### config.mk
export PLATFORM = sky130hd
export DESIGN_NAME = rr_logb_credit_ctrl
export DESIGN_NICKNAME = d
export VERILOG_FILES = /design/src/rtl/rr_logb_pkg.sv /design/src/rtl/rr_updown_cnt.sv /design/src/rtl/rr_logb_credit_ctrl.sv
export SDC_FILE = /design/constraint.sdc
export NUM_CORES = 1
export LEC_CHECK = 0
export BUFFER_PORTS_ARGS = -buffer_cell sky130_fd_sc_hd__buf_2
export CELL_PAD_IN_SITES_DETAIL_PLACEMENT = 0
export CELL_PAD_IN_SITES_GLOBAL_PLACEMENT = 1
export CORE_ASPECT_RATIO = 0.5
export CORE_MARGIN = 5
export CORE_UTILIZATION = 30
export DETAILED_ROUTE_END_ITERATION = 10
export MAX_ROUTING_LAYER = met4
export PLACE_DENSITY = 0.68
export RECOVER_POWER = 25
export SLEW_MARGIN = 25
export SYNTH_ARGS = -nofsm -noshare
export SYNTH_HDL_FRONTEND = slang
export SYNTH_SLANG_ARGS = --single-unit
### constraint.sdc
create_clock -name clk -period 4.46 [get_ports clk]
set_input_delay 0.223 -clock clk [delete_from_list [all_inputs] [get_ports clk]]
set_output_delay 0.223 -clock clk [all_outputs]
set_load 0.01 [all_outputs]
### src/rtl/rr_logb_pkg.sv
// Shared types for the logging-bus credit controller: FSM states, error bit
// positions and the state-to-almful mapping.
package rr_logb_pkg;

  typedef enum logic [2:0] {
    DISABLED = 3'd0,
    NORMAL   = 3'd1,
    WARN     = 3'd2,
    STALL    = 3'd3,
    FLUSH    = 3'd4,
    ERROR    = 3'd5
  } rr_credit_state_t;

  localparam int unsigned ERR_FIFO_OF = 0;
  localparam int unsigned ERR_FIFO_UF = 1;
  localparam int unsigned ERR_INFL_UF = 2;

  // Returns {almful_hi, almful_lo} for a given state.
  function automatic logic [1:0] almful_of(input rr_credit_state_t s);
    logic [1:0] v;
    v = 2'b11;
    case (s)
      NORMAL:  v = 2'b00;
      WARN:    v = 2'b01;
      default: v = 2'b11;
    endcase
    return v;
  endfunction

endpackage

### src/rtl/rr_updown_cnt.sv
// Saturating up/down counter; simultaneous inc+dec holds the value, and
// over/underflow attempts are flagged for the current cycle and ignored.
module rr_updown_cnt #(
  parameter int unsigned W   = 8,
  parameter int unsigned MAX = 255
) (
  input  logic         clk,
  input  logic         rst,
  input  logic         i_inc,
  input  logic         i_dec,
  output logic [W-1:0] o_cnt,
  output logic         o_ovf,
  output logic         o_unf
);

  localparam logic [W-1:0] MAX_V = W'(MAX);

  logic [W-1:0] r_cnt;
  logic         w_up;
  logic         w_dn;

  always_comb begin
    w_up  = i_inc && !i_dec;
    w_dn  = i_dec && !i_inc;
    o_ovf = w_up && (r_cnt == MAX_V);
    o_unf = w_dn && (r_cnt == '0);
  end

  always_ff @(posedge clk or posedge rst) begin
    if (rst) begin
      r_cnt <= '0;
    end else if (w_up && !o_ovf) begin
      r_cnt <= r_cnt + W'(1);
    end else if (w_dn && !o_unf) begin
      r_cnt <= r_cnt - W'(1);
    end
  end

  assign o_cnt = r_cnt;

endmodule

### src/rtl/rr_logb_credit_ctrl.sv
// Credit/flow-control scheduler for the packed logging-bus merge tree: tracks
// in-flight and FIFO beats, drives almful with hysteresis, sequences flushes.
module rr_logb_credit_ctrl
  import rr_logb_pkg::*;
#(
  parameter int unsigned FIFO_DEPTH  = 512,
  parameter int unsigned PIPE_STAGES = 8,
  parameter int unsigned HI_MARGIN   = 16,
  parameter int unsigned LO_MARGIN   = 64,
  parameter int unsigned HYST        = 8,
  parameter int unsigned CNT_W       = $clog2(FIFO_DEPTH + 1)
) (
  input  logic             clk,
  input  logic             rst,
  input  logic             en,
  input  logic             issue,
  input  logic             fifo_wr,
  input  logic             fifo_rd,
  input  logic             flush_req,
  input  logic             err_clr,
  output logic             logb_almful_hi,
  output logic             logb_almful_lo,
  output logic             flush_done,
  output logic [CNT_W-1:0] occupancy,
  output logic [CNT_W-1:0] inflight,
  output logic [2:0]       err_flags,
  output logic [2:0]       state
);

  localparam int unsigned FW = CNT_W + 2;
  localparam logic signed [FW-1:0] TH_HI      = FW'(HI_MARGIN + PIPE_STAGES);
  localparam logic signed [FW-1:0] TH_LO      = FW'(LO_MARGIN + PIPE_STAGES);
  localparam logic signed [FW-1:0] TH_HI_EXIT = FW'(HI_MARGIN + PIPE_STAGES + HYST);
  localparam logic signed [FW-1:0] TH_LO_EXIT = FW'(LO_MARGIN + PIPE_STAGES + HYST);
  localparam int unsigned INFL_MAX = (2 ** CNT_W) - 1;

  rr_credit_state_t r_state;
  rr_credit_state_t w_next;
  logic             r_hi;
  logic             r_lo;
  logic             r_done;
  logic [2:0]       r_err;

  logic             w_occ_ovf;
  logic             w_occ_unf;
  logic             w_infl_ovf;
  logic             w_infl_unf;
  logic [2:0]       w_err_evt;
  logic             w_any_err;
  logic             w_drained;
  logic             w_flush_done;
  logic signed [FW-1:0] w_free_raw;
  logic signed [FW-1:0] w_free;

  rr_updown_cnt #(
    .W   (CNT_W),
    .MAX (FIFO_DEPTH)
  ) u_occ_cnt (
    .clk   (clk),
    .rst   (rst),
    .i_inc (fifo_wr),
    .i_dec (fifo_rd),
    .o_cnt (occupancy),
    .o_ovf (w_occ_ovf),
    .o_unf (w_occ_unf)
  );

  rr_updown_cnt #(
    .W   (CNT_W),
    .MAX (INFL_MAX)
  ) u_infl_cnt (
    .clk   (clk),
    .rst   (rst),
    .i_inc (issue),
    .i_dec (fifo_wr),
    .o_cnt (inflight),
    .o_ovf (w_infl_ovf),
    .o_unf (w_infl_unf)
  );

  // In-flight saturation means beats were issued far beyond FIFO capacity,
  // so it is reported as a FIFO overflow.
  always_comb begin
    w_err_evt              = '0;
    w_err_evt[ERR_FIFO_OF] = w_occ_ovf || w_infl_ovf;
    w_err_evt[ERR_FIFO_UF] = w_occ_unf;
    w_err_evt[ERR_INFL_UF] = w_infl_unf;
    w_any_err              = |w_err_evt;
    w_drained              = (occupancy == '0) && (inflight == '0);
    w_free_raw = $signed(FW'(FIFO_DEPTH)) - $signed({2'b00, occupancy})
               - $signed({2'b00, inflight});
    w_free     = (w_free_raw < 0) ? '0 : w_free_raw;
  end

  always_comb begin
    w_next       = r_state;
    w_flush_done = 1'b0;
    if (w_any_err) begin
      w_next = ERROR;
    end else if (r_state == ERROR) begin
      if (err_clr) w_next = DISABLED;
    end else if (!en) begin
      w_next = DISABLED;
    end else if (flush_req && (r_state == NORMAL || r_state == WARN || r_state == STALL)) begin
      w_next = FLUSH;
    end else begin
      case (r_state)
        DISABLED: if (w_drained) w_next = NORMAL;
        NORMAL: begin
          if (w_free <= TH_HI)      w_next = STALL;
          else if (w_free <= TH_LO) w_next = WARN;
        end
        WARN: begin
          if (w_free <= TH_HI)           w_next = STALL;
          else if (w_free > TH_LO_EXIT)  w_next = NORMAL;
        end
        STALL: if (w_free > TH_HI_EXIT) w_next = WARN;
        FLUSH: begin
          if (w_drained) begin
            w_next       = DISABLED;
            w_flush_done = 1'b1;
          end
        end
        default: w_next = ERROR;
      endcase
    end
  end

  always_ff @(posedge clk or posedge rst) begin
    if (rst) begin
      r_state <= DISABLED;
      r_hi    <= 1'b1;
      r_lo    <= 1'b1;
      r_done  <= 1'b0;
      r_err   <= '0;
    end else begin
      r_state      <= w_next;
      {r_hi, r_lo} <= almful_of(r_state);
      r_done       <= w_flush_done;
      if (w_any_err)    r_err <= r_err | w_err_evt;
      else if (err_clr) r_err <= '0;
    end
  end

  assign logb_almful_hi = r_hi;
  assign logb_almful_lo = r_lo;
  assign flush_done     = r_done;
  assign err_flags      = r_err;
  assign state          = r_state;

endmodule

# --- Word level (Yosys, flattened, before mapping) ---
# Cells that the tools add are included.
totals:
  output_inout_bits: 29
  reg_bits: 29
  word_cells: 90
  in_bits: 8
op_classes:
  addsub: 6
  n_eq_ne: 13
  n_mux: 26
  magnitude_cmp: 5
  bitwise_logic: 1
  reduce_logical: 32
op_table:
  columns: ["cell", "count"]
  rows:
  - ["2-to-1 mux 10 bit", 4]
  - ["2-to-1 mux 3 bit", 13]
  - ["adder 10 x 1 -> 10 bit (second input constant)", 2]
  - ["== test 10 bit (second input constant)", 2]
  - ["zero test 10 bit", 2]
  - ["subtractor 10 x 1 -> 10 bit (second input constant)", 2]
  - ["case mux 3 bit (5 select lines)", 1]
  - ["logical AND 1 bit", 14]
  - ["!= test 7 x 4 -> 1 bit (second input constant)", 2]
  - ["greater-than comparator 12 x 7 -> 1 bit (second input constant)", 1]
  - ["greater-than comparator 12 x 8 -> 1 bit (second input constant)", 1]
  - ["less-or-equal comparator 12 x 6 -> 1 bit (second input constant)", 1]
  - ["less-or-equal comparator 12 x 8 -> 1 bit (second input constant)", 1]
  - ["less-than comparator 12 x 1 -> 1 bit (second input constant)", 1]
  - ["2-to-1 mux 12 bit", 1]
  - ["!= test 6 bit (second input constant)", 2]
  - ["subtractor 11 x 11 -> 12 bit", 1]
  - ["subtractor 10 x 10 -> 11 bit (first input constant)", 1]
  - ["zero test 1 bit", 7]
  - ["== test 3 x 2 -> 1 bit (second input constant)", 2]
  - ["== test 3 bit (second input constant)", 2]
  - ["2-to-1 mux 1 bit", 6]
  - ["!= test 6 x 4 -> 1 bit (second input constant)", 1]
  - ["AND reduction 6 bit", 1]
  - ["8 further kinds", 12]

# --- Logic depth before layout (Yosys ltp) ---
depth:
  ltp_word: 12
  depth_mapped: 15

# --- Modules after synthesis ---
# From an unflattened synthesis, not the netlist that was laid out.
hier_totals:
  hier_cells: 362
  hier_area_um2: 3204.3
modules_own_cells:
  columns: ["module", "cells_per_inst", "n_inst", "area_per_inst_um2"]
  rows:
  - ["rr_logb_credit_ctrl", 187, 1, 1440.1]
  - ["rr_updown_cnt (u_occ_cnt)", 88, 1, 914.6]
  - ["rr_updown_cnt (u_infl_cnt)", 87, 1, 849.6]

# --- Worst setup path after synthesis ---
# OpenSTA, ideal clock, no wires.
synth_timing:
  kind: "reg2reg"
  startpoint: "reg u_occ_cnt.r_cnt[0] (netlist: u_occ_cnt.o_cnt[0])"
  endpoint: "reg u_occ_cnt.r_cnt[9] (netlist: u_occ_cnt.o_cnt[9])"
  stages_incl_launch_ff: 14
  path_buffers: 0
  t_arrival_ns: 3.500
  period_less_slack_ns: 3.641
  setup_ns: 0.141
  setup_slack_ns: 0.819
  cell_sequence: "dfrtp_1 > inv_1 > ha_1 > nand4b_2 > o21ai_0 > ha_1 > a21o_1 > a21oi_1 > o21bai_1 > a21oi_1 > o21ai_0 > a31oi_1 > mux2i_1 > a211oi_1"
synth_via:
  elab_chain_len: 5
  word_cells_on_any_way: 13
  cone_classes: "add/sub (2); eq/ne (1); mux (2); reduce/logical (8)"
synth_rtl:
  columns: ["element", "line_no", "source"]
  rows:
  - ["start, declared", "rr_updown_cnt.sv:18", "logic [W-1:0] r_cnt;"]
  - ["start signal, assigned", "rr_updown_cnt.sv:33", "r_cnt <= r_cnt + W'(1);"]
  - ["start signal, assigned", "rr_updown_cnt.sv:35", "r_cnt <= r_cnt - W'(1);"]
  - ["parallel branches: the longest is 5 deep, another holds subtractor 10 x 1 -> 10 bit", null, null]
# Parallel ways; which one is timed is not known. The select of a mux whose other input is x is not followed.
# A chain may end at the register's enable or synchronous reset.

# --- Worst setup path after layout ---
layout_timing:
  startpoint: "reg u_occ_cnt.r_cnt[0] (netlist: u_occ_cnt.o_cnt[0])"
  endpoint: "reg r_state[0] (netlist: state[0])"
layout_via:
  elab_chain_len: 11
  word_cells_on_any_way: 29
  cone_classes: "add/sub (2); order compare (5); eq/ne (7); mux (8); reduce/logical (7)"
layout_rtl:
  columns: ["element", "line_no", "source"]
  rows:
  - ["subtractor 10 x 10 -> 11 bit", "rr_logb_credit_ctrl.sv:90", "w_free_raw = $signed(FW'(FIFO_DEPTH)) - $signed({2'b00, occupancy})"]
  - ["subtractor 11 x 11 -> 12 bit", "rr_logb_credit_ctrl.sv:91", "- $signed({2'b00, inflight});"]
  - ["less-than comparator 12 x 1 -> 1 bit", "rr_logb_credit_ctrl.sv:92", "w_free = (w_free_raw < 0) ? '0 : w_free_raw;"]
  - ["2-to-1 mux 12 bit", "rr_logb_credit_ctrl.sv:92", null]
  - ["less-or-equal comparator 12 x 6 -> 1 bit", "rr_logb_credit_ctrl.sv:110, rr_logb_credit_ctrl.sv:114", null]
  - ["2-to-1 mux 3 bit, on equally long branches", "rr_logb_credit_ctrl.sv:114, rr_logb_credit_ctrl.sv:110", null]
  - ["case mux 3 bit (5 select lines)", "rr_logb_credit_ctrl.sv:107", "case (r_state)"]
  - ["2-to-1 mux 3 bit", "rr_logb_credit_ctrl.sv:104", "end else if (flush_req && (r_state == NORMAL || r_state == WARN || r_state == STALL)) begin"]
  - ["2-to-1 mux 3 bit", "rr_logb_credit_ctrl.sv:102", "end else if (!en) begin"]
  - ["2-to-1 mux 3 bit", "rr_logb_credit_ctrl.sv:100", "end else if (r_state == ERROR) begin"]
  - ["2-to-1 mux 3 bit", "rr_logb_credit_ctrl.sv:98", "if (w_any_err) begin"]
  - ["end signal, assigned", "rr_logb_credit_ctrl.sv:137", "r_state <= w_next;"]
  - ["end, declared", "rr_logb_credit_ctrl.sv:37", "rr_credit_state_t r_state;"]
# Parallel ways exist; a longest one is shown, timed or not.

==> summary.txt <==
Outcome
  • Outcome: finished, violations left
  • Violated checks: max-capacitance violations, max-slew violations

Place
  • Number of port buffers: 36
  • Cell area after placement: 3170 um2
  • Weighted congestion at the end of routability-driven global placement: 0.810
  • Final HPWL from detailed placement: 5670 um
  • Pre-CTS setup slack: 0.761 ns

Setup path
  • Reg2reg start: u_occ_cnt.o_cnt[0]$_DFFE_PP0P_
  • Type of the worst setup path: reg -> reg
  • Worst-path maximum fanout: 7
  • Worst path arrival time: 3.91 ns
  • WP data required: 4.63 ns
  • Crit-path cells: inv_1 -> ha_1 -> nand3b_1 -> xor2_1 -> ha_1 -> o21ai_0 -> a22o_1 -> a311oi_1 -> a211o_1 -> a211oi_2 -> a211oi_2 -> a21oi_2 -> mux2_4
  • Crit path buf inv count: 1
  • Start point of the critical path: u_occ_cnt.o_cnt[0]$_DFFE_PP0P_
  • Kind of end point of the critical path: flip-flop
  • Type of origin of the critical path: flip-flop
  • Critical Path Slowest Stage Cell: sky130_fd_sc_hd__a311oi_1
  • Largest incremental delay on the critical path: 0.46 ns
  • Cell family contributing the most delay on the critical path: compound AO/OA/AOI/OAI gates

Yosys
  • Distinct cells, synth: 65
  • Proportion of synthesized chip area in sequential cells: 25.4%
  • Main synth FF type: sky130_fd_sc_hd__dfrtp_1
  • Flop and latch count out of synthesis: 29
  • Count of yosys warnings during synthesis: 0
  • Total nets after synthesis: 383
  • Mapped cell area: 2870 um2
  • Share of synthesized flip-flops with an asynchronous set or reset: 100%
  • Synthesized area divided by synthesized cell count: 8.31 um2
  • Synthesized instance count: 345
  • Number of synthesized flops with an enable pin: 0

Worst hold path
  • Start point of the worst min-delay path: err_clr
  • Tightest Hold Check Type: in -> reg

Clock tree
  • Clock transition at the registers of the reported paths: 0.06 ns
  • H-tree depth reported by CTS: 2
  • Total number of clock tree sinks: 29
  • Root buffer cell: sky130_fd_sc_hd__clkbuf_16
  • Post-CTS setup buffer count: 0
  • Clock tree from TritonCTS: done
  • Maximum clock path buffer count: 2
  • Number of buffers added to fix hold violations after cts: 0
  • Clock latency on the worst-skew pair: 0.29 ns
  • Num CTS Buffers: 5
  • Gates resized, CTS repair: 0

Route
  • DRC violation count after routing: 0
  • Via/cell ratio: 4.90
  • Number of iterations in the first detailed-routing pass: 4
  • Post-route ant nets: 0
  • Routed WL per cell: 14.1 um
  • Violation count after the first detailed-routing iteration: 71
  • Vias: 2,472
  • Wirelength, routed: 7130 um

Die
  • Total number of placement rows: 25
  • Boundary Pins: 37
  • Height of the chip: 79.1 um
  • Die area: 11,700 um2
  • Initial Util: 30.5%
  • CORE AREA: 9380 um2
  • Die X-Extent: 148 um

Layout
  • Total Nets Final: 421
  • Final Core Density: 35.6%
  • Layout-stage area growth over the synthesis result: 16.5%
  • Number of antenna repair diodes: 0
  • Final std cell area, no fill: 3340 um2
  • Number of inserted filler cells in the final layout: 975
  • Share of post-route cells with drive strength above 1: 18.5%

Global routing
  • Congestion Overflow GR: 0
  • Maximum number of pins on one net before global-route repair: 30
  • First-pass GRT wire length: 11,900 um
  • Number of global-route vias before repair: 2,344
  • Global-route usage over all layers: 13.0%
  • Antenna violations before repair: 0

Timing
  • Slew at the pin with the worst max-slew slack: 1.71 ns
  • Max Slew Vio Count: 30
  • Worst-case setup margin in the final layout: 0.716 ns
  • Final-layout setup total negative slack: 0 ns
  • Worst rel slew slack: -14.0%
  • Clock skew after layout: 0.00564 ns
  • Period Utilization, post-route: 83.9%
  • Crit path time final: 3.74 ns
  • Final hold violation count: 0
  • Maximum clock frequency: 267 MHz
  • Final setup violating endpoints: 0
  • Unrepaired setup endpoints after global routing: no

Job
  • Max Cap Viol: 1
[stage by stage]
step,std cells,hold slack [ns]
2_1_floorplan,345,0.300
3_3_place_gp,497,0.336
3_5_place_dp,497,0.335
4_1_cts,505,0.0346
5_1_grt,505,0.168
6_report,505,0.161
[synthesized netlist by cell type, types with 4 or more instances]
cell type                  number  area (um2)
sky130_fd_sc_hd__nor3_1         7        35.0
sky130_fd_sc_hd__nand2_1       28         105
sky130_fd_sc_hd__o31ai_1        4        30.0
sky130_fd_sc_hd__a21o_1         5        37.5
sky130_fd_sc_hd__nand2b_1       5        31.3
sky130_fd_sc_hd__a211oi_1       4        30.0
sky130_fd_sc_hd__dfrtp_1       27         676
sky130_fd_sc_hd__nand3_1        8        40.0
sky130_fd_sc_hd__nand4_1        4        25.0
sky130_fd_sc_hd__ha_1          27         338
sky130_fd_sc_hd__o21ai_0       15        75.1
sky130_fd_sc_hd__a21oi_1       33         165
sky130_fd_sc_hd__xor2_1         9        78.8
sky130_fd_sc_hd__o21bai_1       7        52.6
sky130_fd_sc_hd__nor4_1         4        25.0
sky130_fd_sc_hd__nor2_1        37         139
sky130_fd_sc_hd__inv_1         26        97.6
sky130_fd_sc_hd__nor3b_1        4        30.0
sky130_fd_sc_hd__clkbuf_1       4        15.0
sky130_fd_sc_hd__xnor2_1       21         184
[path summary, 6_finish.rpt]
check / endpoint / slack (ns) / cells after the start
worst max-delay path: state[0]$_DFFE_PP0P_ / 0.72 / 13
worst min-delay path: err_flags[1]$_DFFE_PP0P_ / 0.16 / 2
worst max register to register: state[0]$_DFFE_PP0P_ / 0.72 / 13
worst min register to register: err_flags[2]$_DFFE_PP0P_ / 0.51 / 1
max in group asynchronous: u_infl_cnt.o_cnt[5]$_DFFE_PP0P_ / 2.94 / 3
min in group asynchronous: flush_done$_DFF_PP0_ / 0.53 / 3
[layer usage]
layer  GRT usage (%)  vias to the layer above  wire length, um
met2            18.5                       31             2820
met3            3.14                        8              240
met1            18.5                     1120             3990
li1                -                     1313                -
met5               -                        -                0
met4            3.32                        0               81
[kinds of logic after synthesis]
| group | after synthesis | share of synthesized area, % |
|---|---|---|
| compound gates | 98 | 23.1 |
| xor+xnor | 30 | 9.17 |
| fa+ha+maj | 30 | 13.9 |
| buf+inv | 34 | 5.24 |
| flops | 29 | 25.4 |
| mux | 5 | 2.01 |
| simple gates | 119 | 21.2 |
[cell usage in the layout (no fill, tap or decap), types with 5 or more instances in the layout]
| master | netlist | layout |
|---|---|---|
| sky130_fd_sc_hd__nand2b_1 | 5 | 5 |
| sky130_fd_sc_hd__a21o_1 | 5 | 5 |
| sky130_fd_sc_hd__nor2_1 | 37 | 37 |
| sky130_fd_sc_hd__a21oi_1 | 33 | 33 |
| sky130_fd_sc_hd__xnor2_1 | 21 | 21 |
| sky130_fd_sc_hd__ha_1 | 27 | 27 |
| sky130_fd_sc_hd__clkbuf_16 | 0 | 5 |
| sky130_fd_sc_hd__nand2_1 | 28 | 28 |
| sky130_fd_sc_hd__nor3_1 | 7 | 7 |
| sky130_fd_sc_hd__nand3_1 | 8 | 8 |
| sky130_fd_sc_hd__inv_1 | 26 | 26 |
| sky130_fd_sc_hd__buf_2 | 1 | 36 |
| sky130_fd_sc_hd__dfrtp_1 | 27 | 27 |
| sky130_fd_sc_hd__o21bai_1 | 7 | 7 |
| sky130_fd_sc_hd__xor2_1 | 9 | 9 |
| sky130_fd_sc_hd__o21ai_0 | 15 | 15 |
[area by class of cell]
cell class	instances	area [um2]	share of cell area (%)
multi-input cells	282	1990	59.5
flip-flops and latches	29	728	21.8
repair buffers	39	199	5.96
well taps	121	151	4.53
clock buffers	6	139	4.16
inverters	26	97.6	2.92
clock inverters	2	37.5	1.12
[flip-flops by register name, indices dropped and copies added, names as in the netlist]
signal,flops
u_infl_cnt.o_cnt,10
u_occ_cnt.o_cnt,10
err_flags,3
state,3
flush_done,1
logb_almful_hi,1
logb_almful_lo,1
Power is left out: the tool's default activity adds up to more than one toggle a clock period on the data nets, which glitch-free logic cannot reach.
